## src/rtl/hex_sr_ctrl.sv

```systemverilog
// ---------------------------------------------------------------------------
// hex_sr_ctrl
//
// Controller for an external recirculating shift register of LENGTH 6-bit
// slots. The register rotates one slot per clock, and the slot at its head
// is tracked by `pos`. A write is applied by replacing the head value as it
// goes past. A read is done by capturing the head value as it goes past.
// After reset, and on request, a CLEAR pass loads zeros into every slot
// during one full rotation.
//
// Ports
//   clk, rst_n          clock (rising edge), asynchronous active-low reset
//   wr_req/addr/data    write request, held until wr_ack
//   wr_ack              one-cycle write acknowledge
//   rd_req/addr         read request, held until rd_ack
//   rd_ack, rd_data     one-cycle read acknowledge, last value read
//   err                 pulses with an ack when the address was out of range
//   clr_req             clear command (ignored while clearing)
//   sr_recirc           1 = recirculate head, 0 = load sr_din into the slot
//   sr_din              value to load into the current head slot
//   sr_dout             current head value of the shift register
//   pos                 index of the slot at the head this cycle
//   busy                high while clearing
// ---------------------------------------------------------------------------
module hex_sr_ctrl #(
   parameter int unsigned LENGTH = 40
) (
   input  logic       clk,
   input  logic       rst_n,
   input  logic       wr_req,
   input  logic [5:0] wr_addr,
   input  logic [5:0] wr_data,
   output logic       wr_ack,
   input  logic       rd_req,
   input  logic [5:0] rd_addr,
   output logic       rd_ack,
   output logic [5:0] rd_data,
   output logic       err,
   input  logic       clr_req,
   output logic       sr_recirc,
   output logic [5:0] sr_din,
   input  logic [5:0] sr_dout,
   output logic [5:0] pos,
   output logic       busy
);

   typedef enum logic {
      CLEAR = 1'b0,
      RUN   = 1'b1
   } state_e;

   localparam logic [5:0] LAST = 6'(LENGTH - 1);

   state_e     state_q, state_d;
   logic [5:0] clr_cnt_q, clr_cnt_d;
   logic [5:0] pos_q, pos_d;

   logic       wr_pend_q, wr_pend_d;
   logic [5:0] wr_addr_q, wr_addr_d;
   logic [5:0] wr_data_q, wr_data_d;
   logic       rd_pend_q, rd_pend_d;
   logic [5:0] rd_addr_q, rd_addr_d;

   logic       wr_ack_q, wr_ack_d;
   logic       rd_ack_q, rd_ack_d;
   logic       err_q, err_d;
   logic [5:0] rd_data_q, rd_data_d;

   logic       wr_latch, wr_bad, wr_hit;
   logic       rd_latch, rd_bad, rd_hit;

   // A port accepts a new request only when nothing is pending for it and
   // its previous ack is not still showing. This way a request that is
   // still held during its own ack cycle is not taken a second time.
   assign wr_latch = wr_req && !wr_pend_q && !wr_ack_q;
   assign rd_latch = rd_req && !rd_pend_q && !rd_ack_q;
   assign wr_bad   = 32'(wr_addr) >= LENGTH;
   assign rd_bad   = 32'(rd_addr) >= LENGTH;

   // A pending access is serviced when its slot reaches the head. This only
   // happens in RUN. A read and a write to the same slot can both hit in the
   // same cycle, and the read then captures the value from before the write.
   assign wr_hit = (state_q == RUN) && wr_pend_q && (wr_addr_q == pos_q);
   assign rd_hit = (state_q == RUN) && rd_pend_q && (rd_addr_q == pos_q);

   always_comb begin
      // NOTE: every signal driven here gets a default first, so no path
      // leaves one unassigned and no latch is inferred.
      state_d   = state_q;
      clr_cnt_d = '0;
      pos_d     = (pos_q == LAST) ? 6'd0 : 6'(pos_q + 6'd1);

      sr_recirc = 1'b1;
      sr_din    = '0;

      unique case (state_q)
         CLEAR: begin
            sr_recirc = 1'b0;
            if (clr_cnt_q == LAST) state_d   = RUN;
            else                   clr_cnt_d = 6'(clr_cnt_q + 6'd1);
         end
         RUN: begin
            if (clr_req) state_d = CLEAR;
            if (wr_hit) begin
               sr_recirc = 1'b0;
               sr_din    = wr_data_q;
            end
         end
         default: state_d = CLEAR;
      endcase

      wr_pend_d = wr_pend_q;
      wr_addr_d = wr_addr_q;
      wr_data_d = wr_data_q;
      if (wr_latch) begin
         wr_addr_d = wr_addr;
         wr_data_d = wr_data;
         wr_pend_d = !wr_bad;
      end else if (wr_hit) begin
         wr_pend_d = 1'b0;
      end

      rd_pend_d = rd_pend_q;
      rd_addr_d = rd_addr_q;
      if (rd_latch) begin
         rd_addr_d = rd_addr;
         rd_pend_d = !rd_bad;
      end else if (rd_hit) begin
         rd_pend_d = 1'b0;
      end

      rd_data_d = rd_hit ? sr_dout : rd_data_q;

      // Out-of-range requests are answered right away and never become
      // pending, so the shift register and rd_data are left unchanged.
      wr_ack_d = wr_hit || (wr_latch && wr_bad);
      rd_ack_d = rd_hit || (rd_latch && rd_bad);
      err_d    = (wr_latch && wr_bad) || (rd_latch && rd_bad);
   end

   // NOTE: sequential state uses non-blocking assignments only. Then every
   // register samples the values from before the edge, whatever order the
   // simulator runs the blocks in.
   always_ff @(posedge clk or negedge rst_n) begin
      if (!rst_n) begin
         state_q   <= CLEAR;
         clr_cnt_q <= '0;
         pos_q     <= '0;
         wr_pend_q <= 1'b0;
         wr_addr_q <= '0;
         wr_data_q <= '0;
         rd_pend_q <= 1'b0;
         rd_addr_q <= '0;
         wr_ack_q  <= 1'b0;
         rd_ack_q  <= 1'b0;
         err_q     <= 1'b0;
         rd_data_q <= '0;
      end else begin
         state_q   <= state_d;
         clr_cnt_q <= clr_cnt_d;
         pos_q     <= pos_d;
         wr_pend_q <= wr_pend_d;
         wr_addr_q <= wr_addr_d;
         wr_data_q <= wr_data_d;
         rd_pend_q <= rd_pend_d;
         rd_addr_q <= rd_addr_d;
         wr_ack_q  <= wr_ack_d;
         rd_ack_q  <= rd_ack_d;
         err_q     <= err_d;
         rd_data_q <= rd_data_d;
      end
   end

   assign wr_ack  = wr_ack_q;
   assign rd_ack  = rd_ack_q;
   assign err     = err_q;
   assign rd_data = rd_data_q;
   assign pos     = pos_q;
   assign busy    = (state_q == CLEAR);

endmodule

```

## config.mk

```make
export PLATFORM = sky130hd
export DESIGN_NAME = hex_sr_ctrl
export DESIGN_NICKNAME = d
export VERILOG_FILES = /design/src/rtl/hex_sr_ctrl.sv
export SDC_FILE = /design/constraint.sdc
export NUM_CORES = 1
export LEC_CHECK = 0
export CAP_MARGIN = 20
export CORE_ASPECT_RATIO = 0.6
export CORE_MARGIN = 2
export CORE_UTILIZATION = 47
export CTS_CLUSTER_SIZE = 20
export DETAILED_ROUTE_END_ITERATION = 6
export PLACE_DENSITY = 0.79
export SLEW_MARGIN = 20
export SYNTH_ARGS = -nofsm -noshare
export SYNTH_HDL_FRONTEND = slang
export SYNTH_SLANG_ARGS = --single-unit
```

## constraint.sdc

```tcl
create_clock -name clk -period 2 [get_ports clk]
set_input_delay 0.6 -clock clk [delete_from_list [all_inputs] [get_ports clk]]
set_output_delay 0.6 -clock clk [all_outputs]
set_load 0.01 [all_outputs]
```

==> results of run 1 <==
-- routing by layer --
layer | up-vias | track usage, %
met4 | 0 | 8.466
met1 | 665 | 28.79
met2 | 32 | 36.35
li1 | 635 | -
met5 | - | 0
met3 | 8 | 5.039
-- state kept, by name (all words and copies together) (netlist names), 6 cells and up --
name,cells
wr_addr_q,6
pos,6
clr_cnt_q,6
rd_addr_q,6
wr_data_q,6
rd_data,6
-- through the flow --
stage               hold slack [ns]  setup TNS [ns]  power, mW
global placement             0.4502          -2.470      1.758
floorplan                    0.3044               0      1.537
finish                       0.3676          -2.803      2.319
detailed placement           0.4653          -2.825      1.809
global route                 0.4060          -3.721      2.454
CTS                          0.3895          -2.950      2.331
-- final timing paths --
kind | from | endpoint | slack, ns
worst max register to register | pos[3] | rd_data[5] | 0.18
worst min-delay path | rst_n | clr_cnt_q[0] | 0.37
worst min register to register | clr_cnt_q[0] | clr_cnt_q[0] | 0.48
min in group clk | clr_cnt_q[0] | clr_cnt_q[0] | 0.48
max in group asynchronous | rst_n | wr_addr_q[0] | 1.27
worst max-delay path | wr_addr_q[0] | sr_din[1] | -0.50
-- worst max-delay path, stage by stage (launching register included) --
cell	delay (ns)
dfrtp_1	0.40
xnor2_1	0.18
nand3_1	0.15
nor4_4	0.30
buf_4	0.16
buf_6	0.10
buf_6	0.09
and2_4	0.13
buf_6	0.09
-- power breakdown --
| group | internal [mW] | total, mW | switching (mW) | leakage (nW) |
|---|---|---|---|---|
| registers | 1.05 | 1.20 | 0.150 | 0.515 |
| logic | 0.371 | 0.606 | 0.235 | 0.664 |
| clock network | 0.240 | 0.511 | 0.271 | 0.0383 |
| total | 1.66 | 2.32 | 0.656 | 1.22 |
-- cells in the final DEF (no fill, tap or decap), types with 3 or more instances in the layout --
cell type	instances
xnor2_1	10
o21ai_0	5
and2_1	3
xor2_1	8
nand3_1	5
clkbuf_8	5
and2_4	3
buf_6	6
inv_1	3
a21oi_1	3
mux2_2	25
dlymetal6s2s_1	4
nor2_1	7
nand2_1	6
buf_4	15
dfrtp_1	42
buf_2	4
clkdlybuf4s50_1	38
-- cell families after synthesis --
logic type | count (synthesis) | synth area share [%]
DFF | 42 | 56.91
and+or+nand+nor | 36 | 11.72
muxes | 25 | 15.24
xor gates and xnor gates | 18 | 8.537
AOI/OAI and AO/OA | 13 | 4.336
buffers and inverters | 7 | 1.897
adders and majority gates | 2 | 1.355
-- cell type report --
class                      count  area, um^2
inverter                       3       11.26
multi-input combinational     94       789.5
timing repair buffer          68       639.4
tap                           47       58.81
clock buffer                   7       76.32
sequential                    42        1051
fill                         259        1096
-- timing repair --
| action | 4_1_cts | 5_1_grt |
|---|---|---|
| gates cloned | 1 | 0 |
| endpoints found under the setup margin | 8 | 11 |
| pin swaps | 6 | 3 |
| setup buffers | 3 | 1 |
| gates resized for setup | 38 | 8 |
==> qor.txt, run 1 <==
number of distinct library cells after synthesis - 28
ys flop type - dfrtp_1
Post-Place Worst Slack - -0.4691 ns
vias in the first global route - 1411
synthesized area per cell - 12.91 um^2
fmax - 0.4003 GHz
via/cell ratio - 5.134
Yosys warnings - 0
fin util - 70.55%
fraction of layout cells with a size suffix above 1 - 30.84%
crit path capture type - output port
DR iter-0 viols - 74
Async SR Flop Fraction - 100.0%
Final setup violation count - 7
Leak - 1.217 nW
failing checks - negative setup slack
number of flops mapped to enable cells by yosys - 0
Ant. Diodes - 0
Ports - 52
Synth top area share - 56.91%
skew final - 0.006215 ns
Slew headroom - 64.38%
number of max-cap violations - 0
drt first pass iters - 4
DR WL met3 - 166 um
global route overflow - 0
final setup margin - -0.4981 ns
design area - 0.002626 mm^2
core area - 0.003722 mm^2
Routed Antenna Nets - 0
Max FO, Critical Path - 3
Slew Limit Fails - 0
CTS tree - yes
Synth area leader - dfrtp_1
Routed WL per cell - 16.87 um
register bit total from synthesis - 42
DRC violation count after routing - 0
Max Root-Sink Buffers - 2
Seq/Total Area, Yosys - 56.91%
PD cells - 883.2 mW/mm^2
CP Launch Type - flip-flop
Worst Tran Pin Value - 0.5343 ns
minimum clock period - 2.498 ns
Row Count - 17
synth cell count leaders - dfrtp_1, mux2_2, xnor2_1
worst hold path type - in -> async
RePlAce Congestion - 0.8640
worst vdd ir - 0.0004853 V
Worst EP arrival - 1.90 ns
Met1 Routed Length - 1953 um
GRT Resource Usage Total - 22.01%
Clk pin slew, worst setup/hold paths - 0.07 ns
Clock Latency Late Sink - 0.29 ns
Via Count - 1340
RSZ-0062 raised after global routing - true
crit path kind - reg -> out
Net Count, Synth - 174
IO buf count - 51
count leader, synth - dfrtp_1
Die W - 84.93 um
Routed met2 length - 2225 um
die area - 0.004463 mm^2
CTS Buf Count - 5
clock sink count - 42
outcome - complete, but fails checks
antenna violations before repair - 0
Area Growth Syn to Fin - 42.21%
Hold-fix buffers, CTS - 0
synthesized instance count - 143
Initial Utilization - 49.61%
final hold violation count - 0
Root Buffer - clkbuf_8
Mapped Area - 0.001847 mm^2
ranking of synthesized cells by area - dfrtp_1, mux2_2, xnor2_1
DR top layer - met4
first-pass GRT wire length - 7155 um
placed cells - 250
Worst EP required - 1.40 ns
Worst R2R Path Depth - 5
Final Net Count - 245
Routed Wire Length - 4403 um
Layout Cells excl Fill - 261
fin crit share - 124.9%
Die Height - 52.56 um
H-tree Lvls - 2
placed cell area - 0.002499 mm^2
largest net degree at the start of global routing - 43
DP Wirelength - 3174 um
Power figures use the tool's default switching activity.
==> run 2, diff against run 1 <==
--- a/config.mk
+++ b/config.mk
@@ -7,7 +7,6 @@
 export LEC_CHECK = 0
 export CAP_MARGIN = 20
 export CORE_ASPECT_RATIO = 0.6
-export CORE_MARGIN = 2
 export CORE_UTILIZATION = 47
 export CTS_CLUSTER_SIZE = 20
 export DETAILED_ROUTE_END_ITERATION = 6
==> qor.txt, run 2 (same netlist as run 1, synthesis figures left out) <==
antenna violations before repair - 0 (unchanged)
Ports - 52 (unchanged)
number of max-cap violations - 0 (unchanged)
Final setup violation count - 7 (unchanged)
worst vdd ir - 0.0005726 V (+18%)
WHS - 0.2400 ns (-0.1276 ns)
Final Power - 2.290 mW (-1.3%)
core area - 0.003722 mm^2 (unchanged)
DRC violation count after routing - 0 (unchanged)
Die W - 82.93 um (-2.4%)
Slew Limit Fails - 0 (unchanged)
Final Net Count - 245 (unchanged)
Ant. Diodes - 0 (unchanged)
final setup margin - -0.3834 ns (+0.1147 ns)
fraction of layout cells with a size suffix above 1 - 31.31% (+0.47 points)
crit path capture type - output port
CP Launch Type - flip-flop
GRT Resource Usage Total - 21.06% (-0.95 points)
Die Height - 50.56 um (-3.8%)
Layout Cells excl Fill - 261 (unchanged)
FF-to-FF setup slack - 0.18 ns (about the same)
largest net degree at the start of global routing - 21 (-51%)
Max Root-Sink Buffers - 2 (unchanged)
RSZ-0062 raised after global routing - true
minimum clock period - 2.383 ns (-0.1147 ns)
skew final - 0.004508 ns (-0.001707 ns)
setup tns final - -2.261 ns (+0.5420 ns)
CP max stage delay - 0.41 ns (about the same)
drt first pass iters - 4 (unchanged)
H-tree Lvls - 2 (unchanged)
fin util - 70.39% (-0.17 points)
first-pass GRT wire length - 6706 um (-6.3%)
Leak - 1.199 nW (-1.5%)
PD cells - 874.1 mW/mm^2 (-1.0%)
fmax - 0.4196 GHz (+4.8%)
vias in the first global route - 1364 (-3.3%)
Via Count - 1314 (-1.9%)
crit path kind - reg -> out
IO buf count - 51 (unchanged)
Max FO, Critical Path - 7 (+4)
R2R Path End - rd_data[0]
Worst R2R Path Depth - 5 (unchanged)
via/cell ratio - 5.034 (-1.9%)
Worst EP arrival - 1.78 ns (-0.12 ns)
Initial Utilization - 49.61% (unchanged)
Clk pin slew, worst setup/hold paths - 0.08 ns (about the same)
RePlAce Congestion - 0.8102 (-6.2%)
commonest cells after routing, fill and taps aside - dfrtp_1, clkdlybuf4s50_1, mux2_2, buf_4, xnor2_1
failing checks - negative setup slack
Routed Antenna Nets - 0 (unchanged)
CTS Buf Count - 5 (unchanged)
DP Wirelength - 2986 um (-5.9%)
Worst Tran Pin Value - 0.4299 ns (-0.1044 ns)
final hold violation count - 0 (unchanged)
Routed WL per cell - 15.10 um (-10%)
fin crit share - 119.2% (-5.7 points)
Worst path slowest cell - dfrtp_1
FF-to-FF Start - pos[3]
worst hold path type - in -> async
cells along the critical path - xnor2_2 > nand3_2 > nor4_4 > buf_6 > buf_6 > and2_4 > buf_6
Slew headroom - 71.04% (+6.7 points)
placed cells - 251 (+0.40%)
CTS tree - yes
Routed Wire Length - 3942 um (-10%)
most frequent CP cell - buf_6
die area - 0.004192 mm^2 (-6.1%)
Clock Latency Late Sink - 0.29 ns (about the same)
DR iter-0 viols - 31 (-58%)
clock sink count - 42 (unchanged)
Root Buffer - clkbuf_8
Area Growth Syn to Fin - 41.87%
outcome - complete, but fails checks
global route overflow - 0 (unchanged)
Row Count - 17 (unchanged)
most common cell after layout, fill and taps aside - dfrtp_1
Worst EP required - 1.40 ns (about the same)
run 2: how the worst max path moves through the flow:
stage,startpoint,endpoint,slack [ns]
after floorplan,pos[3],sr_din[0],0.002
after global placement,pos[0],sr_din[3],-0.39
after detailed placement,pos[5],sr_din[2],-0.48
after CTS,wr_addr_q[1],sr_din[2],-0.39
after global routing,wr_addr_q[1],sr_din[2],-0.46
final,wr_addr_q[1],sr_din[2],-0.38
run 2: final cells by class:
class / count / area [um^2]
multi-input cells: 94 / 794.5
well taps: 47 / 58.81
inverters: 3 / 11.26
flip-flops and latches: 42 / 1051
repair buffers: 68 / 628.1
clock buffers: 7 / 76.32
fillers: 262 / 1102
run 2: stage by stage:
stage | setup WS [ns] | area, um^2
after floorplan | 0.001703 | 1856
after global placement | -0.3947 | 2506
after detailed placement | -0.4809 | 2506
after CTS | -0.3944 | 2574
after global routing | -0.4644 | 2620
final | -0.3834 | 2620
run 2: power by group:
part           internal (mW)  switching, mW
registers               1.05          0.136
logic                  0.365          0.221
clock network          0.241          0.275
total                   1.66          0.632
run 2: critical path: cells and delay by family (launching register included):
| kind | cells | cell delay, ns |
|---|---|---|
| XOR/XNOR | 1 | 0.18 |
| flip-flops | 1 | 0.41 |
| buffers and inverters | 3 | 0.34 |
| AND/OR/NAND/NOR | 3 | 0.55 |
run 2: timing repair:
action,4_1_cts,5_1_grt
pin swaps,4,2
hold buffers,0,0
setup buffers,2,1
resized for setup,32,10
gates cloned,0,0
endpoints found under the setup margin,8,9
run 2: metal layers:
layer	vias up	track usage [%]	wire (um)
met2	27	29.92	1695
met4	0	7.759	61
li1	632	-	-
met1	648	31.07	2036
met5	-	0	0
met3	7	5.428	149
